$ cat config.mk
export PLATFORM = sky130hd
export DESIGN_NAME = serial_subtractor_flat
export DESIGN_NICKNAME = d
export VERILOG_FILES = /design/src/rtl/serial_subtractor_pkg.sv /design/src/rtl/serial_subtractor_if.sv /design/src/rtl/serial_subtractor_full_subtractor_bit.sv /design/src/rtl/serial_subtractor.sv /design/src/flat_wrapper.sv
export SDC_FILE = /design/constraint.sdc
export NUM_CORES = 1
export LEC_CHECK = 0
export ABC_AREA = 1
export CORE_MARGIN = 5
export CORE_UTILIZATION = 28
export DETAILED_ROUTE_END_ITERATION = 8
export GPL_ROUTABILITY_DRIVEN = 0
export PLACE_DENSITY = 0.55
export SETUP_SLACK_MARGIN = 0.15
export SLEW_MARGIN = 20
export SYNTH_ARGS = -nofsm -noshare
export SYNTH_HDL_FRONTEND = slang
export SYNTH_SLANG_ARGS = --single-unit
$ cat constraint.sdc
create_clock -name clk -period 1.69 [get_ports clk]
set_clock_uncertainty 0.2 [all_clocks]
set_input_delay 0.507 -clock clk [delete_from_list [all_inputs] [get_ports clk]]
set_output_delay 0.507 -clock clk [all_outputs]
set_load 0.05 [all_outputs]
$ cat src/rtl/serial_subtractor_pkg.sv
// Shared definitions for the bit-serial subtractor: FSM encodings and default width.
package serial_subtractor_pkg;

   localparam int unsigned SUB_SIZE_DEFAULT = 8;

   typedef enum logic [1:0] {
      SUB_IDLE  = 2'd0,
      SUB_SHIFT = 2'd1,
      SUB_DONE  = 2'd2
   } sub_state_e;

   // Counter width able to hold 0..size.
   function automatic int unsigned sub_cnt_width(input int unsigned size);
      return $clog2(size + 1);
   endfunction

endpackage

$ cat src/rtl/serial_subtractor_if.sv
// Start/busy/done handshake and operand/result bus for serial_subtractor.
// With SERIAL_SUB_OVF_EN defined the bus also carries the signed-overflow flag ovf.
interface serial_subtractor_if #(
   parameter int unsigned SIZE = serial_subtractor_pkg::SUB_SIZE_DEFAULT
);
   logic            start;
   logic [SIZE-1:0] in1;
   logic [SIZE-1:0] in2;
   logic            busy;
   logic            done;
   logic [SIZE-1:0] out;
   logic            bout;
`ifdef SERIAL_SUB_OVF_EN
   logic            ovf;

   modport master (output start, in1, in2, input busy, done, out, bout, ovf);
   modport slave  (input start, in1, in2, output busy, done, out, bout, ovf);
`else
   modport master (output start, in1, in2, input busy, done, out, bout);
   modport slave  (input start, in1, in2, output busy, done, out, bout);
`endif
endinterface

$ cat src/rtl/serial_subtractor_full_subtractor_bit.sv
// One-bit full subtractor: d = a - b - bin, bout = borrow out.
module full_subtractor_bit (
   input  logic a,
   input  logic b,
   input  logic bin,
   output logic d,
   output logic bout
);
   assign d    = a ^ b ^ bin;
   assign bout = (~a & b) | (~(a ^ b) & bin);
endmodule

$ cat src/rtl/serial_subtractor.sv
// Bit-serial SIZE-bit subtractor (out = in1 - in2, bout = borrow), LSB first, one bit per clock.
// Optional SERIAL_SUB_OVF_EN adds the signed overflow flag ovf on the bus.
module serial_subtractor
   import serial_subtractor_pkg::*;
#(
   parameter int unsigned SIZE = SUB_SIZE_DEFAULT
) (
   input logic               clk,
   input logic               rst_n,
   serial_subtractor_if.slave bus
);

   localparam int unsigned CNT_W = sub_cnt_width(SIZE);

   sub_state_e       state;
   logic [SIZE-1:0]  a;
   logic [SIZE-1:0]  b;
   logic [SIZE-1:0]  r;
   logic             br;
   logic [CNT_W-1:0] cnt;
   logic             busy_q;
   logic             done_q;
   logic [SIZE-1:0]  out_q;
   logic             bout_q;

   logic             d_c;
   logic             bout_c;
   logic [SIZE-1:0]  r_next_c;

   full_subtractor_bit u_bit (
      .a    (a[0]),
      .b    (b[0]),
      .bin  (br),
      .d    (d_c),
      .bout (bout_c)
   );

   // Result shifts in from the MSB end so the LSB-first stream lands in place.
   generate
      if (SIZE == 1) begin : g_r1
         assign r_next_c = d_c;
      end else begin : g_rn
         assign r_next_c = {d_c, r[SIZE-1:1]};
      end
   endgenerate

`ifdef SERIAL_SUB_OVF_EN
   logic sign_a;
   logic sign_b;
   logic ovf_q;
   assign bus.ovf = ovf_q;
`endif

   always_ff @(posedge clk or negedge rst_n) begin
      if (!rst_n) begin
         state  <= SUB_IDLE;
         a      <= '0;
         b      <= '0;
         r      <= '0;
         br     <= 1'b0;
         cnt    <= '0;
         busy_q <= 1'b0;
         done_q <= 1'b0;
         out_q  <= '0;
         bout_q <= 1'b0;
`ifdef SERIAL_SUB_OVF_EN
         sign_a <= 1'b0;
         sign_b <= 1'b0;
         ovf_q  <= 1'b0;
`endif
      end else begin
         case (state)
            SUB_IDLE: begin
               if (bus.start) begin
                  a      <= bus.in1;
                  b      <= bus.in2;
                  r      <= '0;
                  br     <= 1'b0;
                  cnt    <= '0;
                  busy_q <= 1'b1;
                  state  <= SUB_SHIFT;
`ifdef SERIAL_SUB_OVF_EN
                  sign_a <= bus.in1[SIZE-1];
                  sign_b <= bus.in2[SIZE-1];
`endif
               end
            end
            SUB_SHIFT: begin
               r   <= r_next_c;
               br  <= bout_c;
               a   <= a >> 1;
               b   <= b >> 1;
               cnt <= cnt + CNT_W'(1);
               if (cnt == CNT_W'(SIZE - 1)) begin
                  state  <= SUB_DONE;
                  done_q <= 1'b1;
                  out_q  <= r_next_c;
                  bout_q <= bout_c;
`ifdef SERIAL_SUB_OVF_EN
                  ovf_q  <= (sign_a != sign_b) && (r_next_c[SIZE-1] != sign_a);
`endif
               end
            end
            SUB_DONE: begin
               done_q <= 1'b0;
               busy_q <= 1'b0;
               state  <= SUB_IDLE;
            end
            default: begin
               done_q <= 1'b0;
               busy_q <= 1'b0;
               state  <= SUB_IDLE;
            end
         endcase
      end
   end

   assign bus.busy = busy_q;
   assign bus.done = done_q;
   assign bus.out  = out_q;
   assign bus.bout = bout_q;

endmodule

$ cat src/flat_wrapper.sv
// flat-port wrapper written by rule: the top's interface ports become plain ports
module serial_subtractor_flat import serial_subtractor_pkg::*;
#(
   parameter int unsigned SIZE = SUB_SIZE_DEFAULT
)
  (clk, rst_n, bus_start, bus_in1, bus_in2, bus_busy, bus_done, bus_out, bus_bout);
  serial_subtractor_if #(.SIZE(SIZE)) bus_i ();
  input logic clk;
  input logic rst_n;
  input wire logic [$bits(bus_i.start)-1:0] bus_start;
  input wire logic [$bits(bus_i.in1)-1:0] bus_in1;
  input wire logic [$bits(bus_i.in2)-1:0] bus_in2;
  output wire logic [$bits(bus_i.busy)-1:0] bus_busy;
  output wire logic [$bits(bus_i.done)-1:0] bus_done;
  output wire logic [$bits(bus_i.out)-1:0] bus_out;
  output wire logic [$bits(bus_i.bout)-1:0] bus_bout;
  assign bus_i.start = bus_start;
  assign bus_i.in1 = bus_in1;
  assign bus_i.in2 = bus_in2;
  assign bus_busy = bus_i.busy;
  assign bus_done = bus_i.done;
  assign bus_out = bus_i.out;
  assign bus_bout = bus_i.bout;
  serial_subtractor #(.SIZE(SIZE)) u_core (.clk(clk), .rst_n(rst_n), .bus(bus_i));
endmodule
# Word-level counts from Yosys, hierarchy flattened
# Index checks and enable logic that the tools add are counted.
[classes] addsub=1 eq_ne=4 muxes=17 n_bitwise=9 reduce_logical=7
[op_table] op="$pmux W8 S2" count=3
[op_table] op="$mux W8" count=3
[op_table] op="$reduce_and A2 Y1" count=5
[op_table] op="$pmux W4 S2" count=1
[op_table] op="$pmux W1 S2" count=3
[op_table] op="$add A4 B1 Y4 const B" count=1
[op_table] op="$eq A4 B3 Y1 const B" count=1
[op_table] op="$mux W2" count=2
[op_table] op="$mux W4" count=1
[op_table] op="$not A1 Y1" count=4
[op_table] op="$pmux W2 S2" count=1
[op_table] op="$mux W1" count=3
[op_table] op="$and A1 B1 Y1" count=2
[op_table] op="$eq A2 B1 Y1 const B" count=1
[op_table] op="$logic_not A2 Y1" count=1
[op_table] op="$ne A2 B1 Y1 const B" count=1
[op_table] op="$ne A2 B2 Y1 const B" count=1
[op_table] op="$reduce_bool A2 Y1" count=1
[op_table] op="$xor A1 B1 Y1" count=2
[op_table] op="$or A1 B1 Y1" count=1
[totals] regBits=42 in_bits=19 output_inout_bits=11 word_cells=48

# Depth between registers and ports, before layout
[depth] depth_word=5 ltp_mapped=6 mapped_depth_nobuf=6

# Cells and area by module
# A second synthesis with hierarchy kept.
[unflattened] hier_cells=199 area_unflattened_um2=1783.0
[by_module_without_submodules] mod="serial_subtractor" n_inst=1 cells_per_inst=195 area_each_um2=1751.7 seq_area_each_um2=1026.0
[by_module_without_submodules] mod="full_subtractor_bit" n_inst=1 cells_per_inst=4 area_each_um2=31.3 seq_area_each_um2=0.0

# Worst setup path after synthesis
# No wires, ideal clock.
[synth_path] path_type="register to register" startpoint="register u_core.cnt[0]" endpoint="register u_core.bout_q, in the netlist u_core.bus.bout" t_arrival_ns=1.004 required_time_ns=1.372 path_slack_ns=0.368 stages_incl_launch_ff=7 n_path_buf=0 period_less_slack_ns=1.322 path_cell_list="dfrtp_1 ha_1 nand2_1 nor2_1 nand2_2 nand2_1 nand2_1"
[synth_between] elab_chain_len=2
[synth_rtl] item="start, declared" line="serial_subtractor.sv:20" text="logic [CNT_W-1:0] cnt;"
[synth_rtl] item="start signal, assigned" line="serial_subtractor.sv:93" text="cnt <= cnt + CNT_W'(1);"
[synth_rtl] item="$eq A4 B3 Y1" line="serial_subtractor.sv:94" text="if (cnt == CNT_W'(SIZE - 1)) begin"
[synth_rtl] item="$reduce_and A2 Y1 (no line)"
[synth_rtl] item="end signal, assigned" line="serial_subtractor.sv:98" text="bout_q <= bout_c;"
[synth_rtl] item="end, declared" line="serial_subtractor.sv:24" text="logic bout_q;"
# No other way between the ends.
# A chain may end at the register's enable or synchronous reset.

# Final worst setup path
[layout_path] startpoint="register u_core.out_q[5], in the netlist u_core.bus.out[5]" endpoint="output port bus_out[5]"
[layout_lines] item="start, declared" line="serial_subtractor.sv:23" text="logic [SIZE-1:0] out_q;"
[layout_lines] item="start signal, assigned" line="serial_subtractor.sv:97" text="out_q <= r_next_c;"
[layout_lines] item="end, declared" line="flat_wrapper.sv:15" text="output wire logic [$bits(bus_i.out)-1:0] bus_out;"
# No word-level cell between the ends.

==> flow_results.org <==
** Worst hold path
- Hold crit path type :: reg -> reg

** Setup path
- The worst setup path is captured at an output pin.
- Along the worst path, the maximum fanout reaches 2.
- Slowest CP cell :: sky130_fd_sc_hd__dfrtp_1
- Ordered list of cells on the worst path :: buf_12
- Cell type group with the largest total delay on the critical path :: flip-flops
- Data required, critical path :: 0.98 ns
- Arrival time worst endpoint :: 0.87 ns
- The critical path in this run is classified as reg -> out.
- Delay of the slowest critical-path stage :: 0.42 ns
- Crit path buf inv count :: 1
- Startpoint type of the worst setup path :: flop

** GRT
- Entering global routing, the biggest net connects 30 pins.
- The first global-routing pass estimated around 6.6 mm of wire.
- Remaining Overflow, GRT :: 0
- For this run, the total global-route usage over all layers was measured as 10.9%.
- The initial antenna violation count is 0.
- Vias in the first global route :: between 1000 and 1500

** Synth
- Among all cell types in the netlist, the one instantiated most often is sky130_fd_sc_hd__nand2_1.
- Post-synthesis average cell area :: approximately 9.0 um^2
- Sequential elements use approximately three fifths of the synthesized area.
- Yosys printed 0 warnings.
- Largest area contributor in the netlist :: sky130_fd_sc_hd__dfrtp_1
- After synthesis, the largest area contributor takes up 58.0% of total cell area.
- Counting every net in the synthesized netlist gives 218.
- Ys async rst share :: between 90% and 100%
- Number of standard cells after synthesis :: around 200
- Area of the mapped netlist :: 1770 um^2
- Post-synth EDFFs :: 0
- By count the netlist is led by 81 x sky130_fd_sc_hd__nand2_1, 42 x sky130_fd_sc_hd__nand3_1, 41 x sky130_fd_sc_hd__dfrtp_1.
- After synthesis the netlist holds a flip-flop and latch count of 41.
- In this run, distinct cell masters in the synthesized netlist total 19.
- Largest cells by area after synthesis :: sky130_fd_sc_hd__dfrtp_1 58%, sky130_fd_sc_hd__nand2_1 17%, sky130_fd_sc_hd__nand3_1 12%
- Dominant synthesized flop cell :: sky130_fd_sc_hd__dfrtp_1

** Timing
- Tmin final :: 1.58 ns
- Period Utilization, post-route :: roughly 93%
- Least setup slack across all paths after layout :: around 0.11 ns
- Headroom to the max-slew limit came out at 77.3%.
- Number of endpoints with negative hold slack in the final report :: 0
- Number of pins exceeding their max-slew limit in the final report :: 0
- Transition at the pin with the smallest max-transition slack :: 0.340 ns
- Setup violations remaining at the end of the flow were counted as 0.
- Derived from the worst setup path, the maximum achievable clock frequency is about 630 MHz.
- Setup repair after global routing could not meet its margin everywhere.

** Floorplanning
- Die boundary width :: a little under 90 um
- Height of the die :: between 80 and 90 um
- I/O pin cnt :: 30
- The die covers between 8000 and 9000 um^2.
- In this run the core area contains 29 standard-cell rows.
- The floorplan step defined a core boundary enclosing 6240 um^2.
- The initial utilization of the core area, before any placement, comes to between 20 and 30%.

** Clock tree
- Number of H-tree levels :: 2
- Clock tree from TritonCTS :: yes
- The clock passes through at most 2 buffers.
- Worst skew pair latency :: just under 0.3 ns
- The clock drives 41 sinks.
- Clock-pin slew was measured on the worst setup and hold paths at 0.07 ns.
- TritonCTS buffer count :: 5
- In this run the clock root is driven by a sky130_fd_sc_hd__clkbuf_8.

** Placed design
- Dpl cells :: 303
- Port bufs :: 29
- Setup WS pre-CTS :: -0.0866 ns
- Detail Placement HPWL :: 2.63 mm

** Drt
- Using the TritonRoute via totals, the vias-per-cell ratio works out to 4.48.
- For this block, the initial DRC count from the detailed router was 99.
- Average wire length per cell after detail routing :: between 10 and 15 um
- Number of vias after detailed routing :: 1432
- For this run, design rule violations remaining after detail routing come to 0.
- DRT Wirelength :: 3.91 mm
- Initial DRT Pass Iterations :: 5
- Post-route antenna net violation count :: 0

** Layout
- Number of nets at the end of the flow :: about 260
- In the final layout, the share of cells above drive strength 1 is between 10% and 20%.
- Diodes inserted :: 0
- Number of filler instances in the final layout :: around 630
- Register area :: 1030 um^2
- For this run, the number of standard cells in the final layout without fillers is 320.
- In the final layout, the multi-input gates occupy 674 um^2.
- The area growth from synthesis to layout is 39.4%.

** Run status
- The run finished with clean final reports.

** Pwr
- Across the VDD grid, the largest voltage drop is between 900 and 1000 uV.
- Leakage power :: 0.00119 uW
- P per Cell Area :: 1930 nW/um^2

** Flow run
- The tool flagged a number of max-cap violations equal to 0.
cell usage in the layout, fill, tap and decap left out, drive strengths merged:
cell type,Yosys,final
nand3,42,42
clkdlybuf4s50,0,17
a21oi,1,1
ha,1,1
buf,8,27
fa,1,1
nand2,84,85
inv,8,8
o22ai,1,1
dfrtp,41,41
o21ai,4,4
dlygate4sd3,0,1
nor2,5,5
nand4,1,1
clkbuf,0,8
sequential cells by signal (all words and copies together) (netlist names):
name	cells
u_core.bus.out	8
u_core.bus.busy	1
u_core.bus.bout	1
u_core.bus.done	1
u_core.a	8
u_core.cnt	4
u_core.state	2
u_core.br	1
u_core.r	7
u_core.b	8
what timing repair did:
action | CTS | global route
gates resized for setup | 0 | 7
cloned | 0 | 1
hold buffers | 1 | 0
endpoints found under the hold margin | 12 | 0
setup buffers | 1 | 6
setup endpoints to repair | 11 | 22
pin swaps | 0 | 2
per-stage QoR:
stage                     area, um^2  TNS, ns  util (%)  hold WS [ns]  power, uW
after global placement          2290    -1.54      36.7         0.226       3980
final                           2460        0      39.5         0.283       4750
after detailed placement        2290    -1.42      36.7         0.229       4010
after CTS                       2390        0      38.3         0.287       4650
after global routing            2460        0      39.5         0.328       5120
after floorplan                 1770        0         -        0.0114       3050
worst paths after layout:
check | start | end | slack (ns) | cells after the start
max | u_core.bus.out[5] | bus_out[5] | 0.11 | 1
min | u_core.r[1] | u_core.bus.out[0] | 0.28 | 2
max reg2reg | u_core.cnt[0] | u_core.bus.out[3] | 0.28 | 6
min reg2reg | u_core.r[1] | u_core.bus.out[0] | 0.28 | 2
max in group asynchronous | rst_n | u_core.bus.out[1] | 0.38 | 3
min in group asynchronous | rst_n | u_core.b[4] | 0.45 | 2
per-layer routing:
metal	vias up	wire, um	GRT usage, %
met5	-	0	0
met4	0	65	4.06
met3	6	176	3.59
met2	21	1840	16.5
met1	682	1820	14.5
li1	723	-	-
power breakdown:
group	switching, uW	internal, uW	total, uW
sequential	360	1410	1770
clock	313	293	607
combinational	1270	1100	2370
total	1950	2810	4750
layout make-up:
cell class | instances | area share [%]
flip-flops and latches | 41 | 41.6
multi-input cells | 141 | 27.4
repair buffers | 45 | 22.5
clock buffers | 8 | 3.25
inverters | 8 | 1.32
well taps | 77 | 3.91
cells by family (layout without fill, tap and decap cells):
| group | count (synthesis) | in the layout | synth area share, % |
|---|---|---|---|
| adders and majority gates | 2 | 2 | 1.84 |
| DFF | 41 | 41 | 58.0 |
| AOI/OAI and AO/OA | 6 | 6 | 2.12 |
| and+or+nand+nor | 132 | 133 | 32.7 |
| buffers and inverters | 16 | 61 | 5.31 |
Power figures use the tool's default switching activity.
